$ cat src/rtl/seq_bit_serializer_pkg.sv
// ----------------------------------------------------------------------------
// seq_bit_serializer_pkg
// Shared definitions for the parallel-to-serial front end of the overlapping
// sequence detectors. The detector testbenches import the same package, so
// they use the same state encodings and default word width.
//
// Contents:
//   state_e        - serializer FSM state encoding (IDLE / SHIFT)
//   DEFAULT_WIDTH  - default number of bits per word
//   MIN_WIDTH,
//   MAX_WIDTH      - legal range of the WIDTH parameter
// ----------------------------------------------------------------------------
package seq_bit_serializer_pkg;

   typedef enum logic {
      S_IDLE  = 1'b0,
      S_SHIFT = 1'b1
   } state_e;

   localparam int DEFAULT_WIDTH = 8;
   localparam int MIN_WIDTH     = 2;
   localparam int MAX_WIDTH     = 32;

endpackage : seq_bit_serializer_pkg

$ cat src/rtl/seq_bit_serializer.sv
// ----------------------------------------------------------------------------
// seq_bit_serializer
// Takes WIDTH-bit words over a valid/ready handshake and emits one bit per
// clock on ser_out. A one-word holding buffer queues the next word while the
// current word shifts out. Consecutive words therefore stream with no idle
// cycle between them.
//
// Parameters:
//   WIDTH      bits per word (2..32)
//   MSB_FIRST  1: bit WIDTH-1 goes out first, 0: bit 0 goes out first
//   IDLE_BIT   level on ser_out while no word is shifting
//
// Ports:
//   clk         in   single clock, rising edge
//   rst         in   asynchronous reset, active low
//   load_data   in   word to serialize
//   load_valid  in   load_data valid this cycle
//   load_ready  out  a word can be accepted this cycle
//   ser_out     out  serial bit stream to the detector
//   ser_valid   out  ser_out carries a data bit
//   last        out  ser_out carries the final bit of the current word
//   busy        out  shifter active or holding buffer full
// ----------------------------------------------------------------------------
module seq_bit_serializer
   import seq_bit_serializer_pkg::*;
#(
   parameter int   WIDTH     = DEFAULT_WIDTH,
   parameter bit   MSB_FIRST = 1'b1,
   parameter logic IDLE_BIT  = 1'b0
) (
   input  logic             clk,
   input  logic             rst,
   input  logic [WIDTH-1:0] load_data,
   input  logic             load_valid,
   output logic             load_ready,
   output logic             ser_out,
   output logic             ser_valid,
   output logic             last,
   output logic             busy
);

   localparam int                 CNT_W    = $clog2(WIDTH);
   localparam logic [CNT_W-1:0]   CNT_LAST = CNT_W'(WIDTH - 1);

   // -------------------------------------------------------------------------
   // State
   // -------------------------------------------------------------------------
   state_e             state_q, state_d;
   logic [WIDTH-1:0]   sh_q, sh_d;
   logic [CNT_W-1:0]   cnt_q, cnt_d;
   logic [WIDTH-1:0]   hold_q, hold_d;
   logic               hold_full_q, hold_full_d;

   logic               accept;
   logic               at_last;
   logic [WIDTH-1:0]   sh_shifted;

   // -------------------------------------------------------------------------
   // Handshake and status
   // -------------------------------------------------------------------------
   // load_ready depends on a register only. No combinational path runs from
   // load_valid to load_ready, so an upstream source can safely wait on it.
   assign load_ready = !hold_full_q;
   assign accept     = load_valid && load_ready;
   assign at_last    = (state_q == S_SHIFT) && (cnt_q == CNT_LAST);

   // The head bit always sits at the output end of the register. Each shift
   // moves the next bit toward that end.
   assign sh_shifted = MSB_FIRST ? {sh_q[WIDTH-2:0], 1'b0}
                                 : {1'b0, sh_q[WIDTH-1:1]};

   // -------------------------------------------------------------------------
   // Next-state logic
   // -------------------------------------------------------------------------
   always_comb begin
      // NOTE: every signal gets a default before the case statement. A branch
      // that leaves a signal unassigned therefore holds the register value
      // and does not infer a latch.
      state_d     = state_q;
      sh_d        = sh_q;
      cnt_d       = cnt_q;
      hold_d      = hold_q;
      hold_full_d = hold_full_q;

      unique case (state_q)
         S_IDLE: begin
            if (accept) begin
               sh_d    = load_data;
               cnt_d   = '0;
               state_d = S_SHIFT;
            end
         end

         S_SHIFT: begin
            if (!at_last) begin
               sh_d  = sh_shifted;
               cnt_d = cnt_q + CNT_W'(1);
               if (accept) begin
                  hold_d      = load_data;
                  hold_full_d = 1'b1;
               end
            end else if (hold_full_q) begin
               // The queued word follows the final bit directly. load_ready is
               // low in this cycle, so no new word can compete for the shifter.
               sh_d        = hold_q;
               hold_full_d = 1'b0;
               cnt_d       = '0;
            end else if (accept) begin
               // The hold buffer is empty. The new word bypasses it and goes
               // straight into the shifter, which keeps the stream gapless.
               sh_d  = load_data;
               cnt_d = '0;
            end else begin
               cnt_d   = '0;
               state_d = S_IDLE;
            end
         end

         default: state_d = S_IDLE;
      endcase
   end

   // -------------------------------------------------------------------------
   // Registers
   // -------------------------------------------------------------------------
   // NOTE: sequential state uses non-blocking assignments only. All registers
   // then update together at the edge, whatever order the processes run in.
   always_ff @(posedge clk or negedge rst) begin
      if (!rst) begin
         state_q     <= S_IDLE;
         sh_q        <= '0;
         cnt_q       <= '0;
         hold_full_q <= 1'b0;
      end else begin
         state_q     <= state_d;
         sh_q        <= sh_d;
         cnt_q       <= cnt_d;
         hold_full_q <= hold_full_d;
      end
   end

   // NOTE: the hold data register has no reset. hold_full_q qualifies it, and
   // its contents are never observed while that flag is clear.
   always_ff @(posedge clk) begin
      hold_q <= hold_d;
   end

   // -------------------------------------------------------------------------
   // Moore outputs
   // -------------------------------------------------------------------------
   always_comb begin
      ser_out   = IDLE_BIT;
      ser_valid = 1'b0;
      if (state_q == S_SHIFT) begin
         ser_out   = MSB_FIRST ? sh_q[WIDTH-1] : sh_q[0];
         ser_valid = 1'b1;
      end
   end

   assign last = at_last;
   assign busy = (state_q == S_SHIFT) || hold_full_q;

endmodule : seq_bit_serializer

$ cat config.mk
export PLATFORM = sky130hd
export DESIGN_NAME = seq_bit_serializer
export DESIGN_NICKNAME = d
export VERILOG_FILES = /design/src/rtl/seq_bit_serializer_pkg.sv /design/src/rtl/seq_bit_serializer.sv
export SDC_FILE = /design/constraint.sdc
export NUM_CORES = 1
export LEC_CHECK = 0
export CAP_MARGIN = 15
export CORE_ASPECT_RATIO = 1.25
export CORE_UTILIZATION = 25
export DETAILED_ROUTE_END_ITERATION = 6
export SLEW_MARGIN = 20
export SYNTH_ARGS = -nofsm -noshare
export SYNTH_HDL_FRONTEND = slang
export SYNTH_SLANG_ARGS = --single-unit
export TNS_END_PERCENT = 30
$ cat constraint.sdc
create_clock -name clk -period 2.34 [get_ports clk]
set_input_delay 0.234 -clock clk [delete_from_list [all_inputs] [get_ports clk]]
set_output_delay 0.234 -clock clk [all_outputs]
set_load 0.05 [all_outputs]
* Word level (Yosys, flattened, before mapping) *
Cells that the tools add are included.

cells by class
  reductions and logical operators = 7
  bitwise operators = 2
  muxes and demuxes = 15
  div/mod/pow operators = 0
  $lt $le $gt $ge = 0
  equal/unequal tests = 2
  multiply operators = 0
  shift-type cells = 0
  add/subtract/negate cells = 1

operators with widths
  operator             count
  $mux 8               3
  $pmux 8 s2           1
  $mux 1               7
  $mux 3               2
  $pmux 3 s2           1
  $add 3x1->3 const B  1
  $eq 3x3->1 const B   1
  $reduce_and 3->1     1
  $logic_and 1x1->1    2
  $ne 2x2->1 const B   1
  $not 1->1            2
  $pmux 1 s2           1
  $reduce_and 2->1     1
  $reduce_bool 2->1    1
  $logic_not 1->1      1
  $logic_or 1x1->1     1

word-level totals
  memories kept = 0
  register bits = 21
  word-level logic and storage cells = 32
  output and inout bits = 5
  bits in latches = 0
  memory bits (writable) = 0
  memory bits (read-only) = 0
  input port bits = 11

* Depth between registers and ports, before layout *
  word-level depth = 6
  mapped depth = 6
  mapped depth without buffers = 5

* Least setup slack after synthesis *
Ideal clock, no wire load.

  kind = register to register
  from = register state_q
  to = register hold_q[0], enable pin
  required time = 1.970 ns
  arrival = 1.496 ns
  path buffers = 2
  cell stages (with the launch flop) = 5
  clock period less this slack = 1.867 ns
  slack = 0.473 ns
  setup time = 0.370 ns
  path through = dfrtp_1 -> buf_2 -> nand2b_1 -> buf_2 -> nor2_1

on the way
  cells in the longest elaborated chain, start to end = 3

ends and longest elaborated chain
  item                            line                       source
  start, declared                 seq_bit_serializer.sv:48   state_e state_q, state_d;
  start signal, assigned          seq_bit_serializer.sv:135  state_q <= state_d;
  $logic_and 1x1->1               seq_bit_serializer.sv:65   assign at_last = (state_q == S_SHIFT) && (cnt_q == CNT_LAST);
  $not 1->1 (no line)             --
  $reduce_and 3->1 (no line) (*)  --
  end signal, assigned            seq_bit_serializer.sv:145  hold_q <= hold_d;
  end, declared                   seq_bit_serializer.sv:51   logic [WIDTH-1:0] hold_q, hold_d;

Mark *: on every way between the ends. The rest lies on a longest branch, timed or not.
A chain may end at the register's enable or synchronous reset.

* Worst setup path in the final report *
  from = register cnt_q[0]
  to = output last

on the way
  cells in the longest elaborated chain, start to end = 2

ends and longest elaborated chain
  item                    line                       source
  start, declared         seq_bit_serializer.sv:50   logic [CNT_W-1:0] cnt_q, cnt_d;
  start signal, assigned  seq_bit_serializer.sv:137  cnt_q <= cnt_d;
  $eq 3x3->1              seq_bit_serializer.sv:65
  $logic_and 1x1->1       seq_bit_serializer.sv:65
  end, declared           seq_bit_serializer.sv:38   output logic last,

Every way passes these cells.

==> key figures <==
Power and ir drop
  • Switch share: roughly 39%
  • Pwr Density: around 1200 nW/um^2
  • Cell-internal power: 950 uW
  • Reg power frac: slightly below 40%
  • Leakage: about 0.00055 uW
  • NetSw: 610 uW
  • Clk pwr share: between 10% and 20%
  • Logic gate share of total power: around 45%
  • Worst IR Drop VDD: roughly 0.0005 V

Die
  • Die H: 73.4 um
  • Initial core utilization: about a quarter
  • Io pins: 16
  • Die X: 59.1 um
  • Total core area: slightly below 4000 um^2
  • Row count: 25
  • Die ar.: between 4000 and 5000 um^2

Setup path
  • CP max-delay cell: clkdlybuf4s50_1
  • Worst-path maximum fanout: 5
  • CP required: around 2.1 ns
  • Worst Setup Start Kind: flop
  • Reg2Reg Setup Slack: 0.71 ns
  • Crit. End Element: output port
  • CP max stage delay: roughly 0.8 ns
  • Critical setup path kind: flop to output port
  • Critical Path AT: slightly below 2 ns
  • Crit path top cell by count: ha_1
  • CP Cell Sequence: ha_1, ha_1, and2_1, clkdlybuf4s50_1

Yosys
  • Synth warnings: 0
  • Main flop type after synthesis: dfrtp_1
  • Post-synth ARST share: 61.9%
  • Yosys reg bits: 21
  • Mapped Nets: 95
  • Synth cell types: 24
  • Synthesized area per cell: about 12 um^2
  • Cells after Synth: around 80
  • Mapped cell area: between 1000 and 1500 um^2
  • Seq/Total Area, Yosys: 55.5%
  • EDFF count, synth: 8

Clock tree
  • CTS Hold Bufs: 0
  • CTS tree: done
  • Maximum clock path buffer count: 2
  • Clock transition at path regs: ~0.080 ns
  • PostCTS Resize Cnt: 0
  • TritonCTS Buffers: 3
  • CTS root buffer: clkbuf_8
  • H-tree Lvls: 1
  • Buffer count from post-CTS setup fixing: 0
  • Clock Latency Late Sink: approximately 0.26 ns
  • CTS Sinks: 21

Routing
  • Via density per instance: just under 5
  • # DRC: 0
  • Routed via count: between 700 and 800
  • Drt first pass iters: 4
  • Final WL: between 2 and 2.5 mm
  • Antenna-violating nets left: 0
  • Drt wl/cell: approximately 15 um
  • DR iter-0 viols: 20

STA
  • Final Hold Viols: 0
  • Final min period: 2.19 ns
  • Sum Neg Setup Slack: 0 ns
  • Fmax: 456 MHz
  • Final setup fails: 0
  • Worst slew pin tran: 0.625 ns
  • Slew HR: 58.2%
  • Fin. max-slew vios: 0
  • Fin Hold WS: around 0.35 ns
  • RSZ-0062 raised after global routing: no
  • Skew final: between 0.004 and 0.005 ns
  • Period utilization: a little over nine tenths

Placement
  • DP HPWL: 1.52 mm
  • Gpl congestion: approximately 0.75
  • Port Buffers: 15
  • Placed Cells: between 150 and 200
  • Dpl cell area: about 1200 um^2

GRT
  • Tot GR Track Use: about an eighth
  • Met2 Usage GRT: 19.1%
  • GRT Residual Overflow: 0
  • Layer with the highest usage: met2
  • First-pass GRT wire length: approximately 3.8 mm
  • Initial antenna violation count: 0
  • Vias in the first global route: between 700 and 800
  • Met1 GRT Util: approximately 16%
  • Largest net degree at the start of global routing: 14
  • Met3 usage: around 2.1%

Final layout
  • Final non-filler cell total: 155
  • Finished layout cell area: about 1300 um^2
  • # fillers: 390
  • P&R area growth vs syn: 25.4%
  • Most frequent cells in the layout: 15 x clkdlybuf4s50_1, 14 x mux2i_1, 13 x dfrtp_1
  • Ant diodes: 0
  • Share of layout cells above drive strength 1: 8.91%
  • Layout Nets: roughly 120
  • Commonest non-fill, non-tap cell in the layout: clkdlybuf4s50_1

Min path
  • HP Class: input pin to async pin

Status
  • Status: completed

Run
  • Max_cap viols: 0
through the flow:
| stage | utilization [%] | worst slack, ns | total power [uW] |
|---|---|---|---|
| final | 33.2 | 0.149 | 1560 |
| after global routing | 33.2 | 0.0723 | 1660 |
| after CTS | 33.2 | 0.131 | 1570 |
| after detailed placement | 32.1 | 0.427 | 1320 |
| after global placement | 32.1 | 0.462 | 1300 |
| after floorplan | - | 0.473 | 1110 |
critical path, delay by kind of cell (launching register included):
family | cells | cell delay (ns)
flops | 1 | 0.37
simple gates | 1 | 0.17
fa+ha+maj | 2 | 0.35
buf+inv | 1 | 0.81
cell usage after synthesis (2+ instances only):
cell	n	share of area (%)
a211oi_1	2	1.5
a221oi_1	7	6.0
and2_1	2	1.2
buf_2	2	0.98
dfrtp_1	13	32
edfxtp_1	8	24
ha_1	2	2.5
inv_1	3	1.1
mux2i_1	14	14
nand2_1	3	1.1
nand3_1	2	0.98
nor2_1	2	0.74
o21ai_0	3	1.5
o22ai_1	9	5.5
worst paths after layout:
check	start	endpoint	cells past startpoint
worst min register to register	cnt_q[0]$_DFFE_PN0P_	cnt_q[0]$_DFFE_PN0P_	1
min in group clk	cnt_q[0]$_DFFE_PN0P_	cnt_q[0]$_DFFE_PN0P_	1
worst max-delay path	cnt_q[0]$_DFFE_PN0P_	last	4
worst min-delay path	rst	sh_q[2]$_DFF_PN0_	1
worst max register to register	cnt_q[0]$_DFFE_PN0P_	hold_q[3]$_DFFE_PP_	5
max in group asynchronous	rst	sh_q[6]$_DFF_PN0_	1
state kept, by name, indices dropped and copies added, names as in the netlist:
signal and flops:
hold_q 8, state_q 1, cnt_q 3, hold_full_q 1, sh_q 8
logic make-up after synthesis:
logic type,share of synthesized area (%)
muxes,13.7
AOI/OAI and AO/OA,15.0
buffers and inverters,5.52
and+or+nand+nor,7.85
adders and majority gates,2.45
DFF,55.5
power groups by stage:
stage | clock [uW] | combinational, uW | sequential, uW
after floorplan | 0 | 501 | 609
after global placement | 0 | 685 | 615
after detailed placement | 0 | 699 | 624
after CTS | 248 | 708 | 616
after global routing | 258 | 766 | 639
final | 241 | 700 | 618
final cells by class:
cell class              count  area, um^2  area share [%]
multi-input cells          52         398            31.1
repair buffers             20         188            14.7
inverters                   4        15.0            1.17
well taps                  54        67.6            5.28
flip-flops and latches     21         566            44.2
clock buffers               4        45.0            3.52
per-layer routing:
metal  vias up  part of all wire [%]  wire length [um]
li1        353                     -                 -
met2        29                    47              1070
met5         -                     0                 0
met4         0                   2.1                48
met1       361                    45              1020
met3         5                   6.1               140
(Power assumes the default switching activity.)
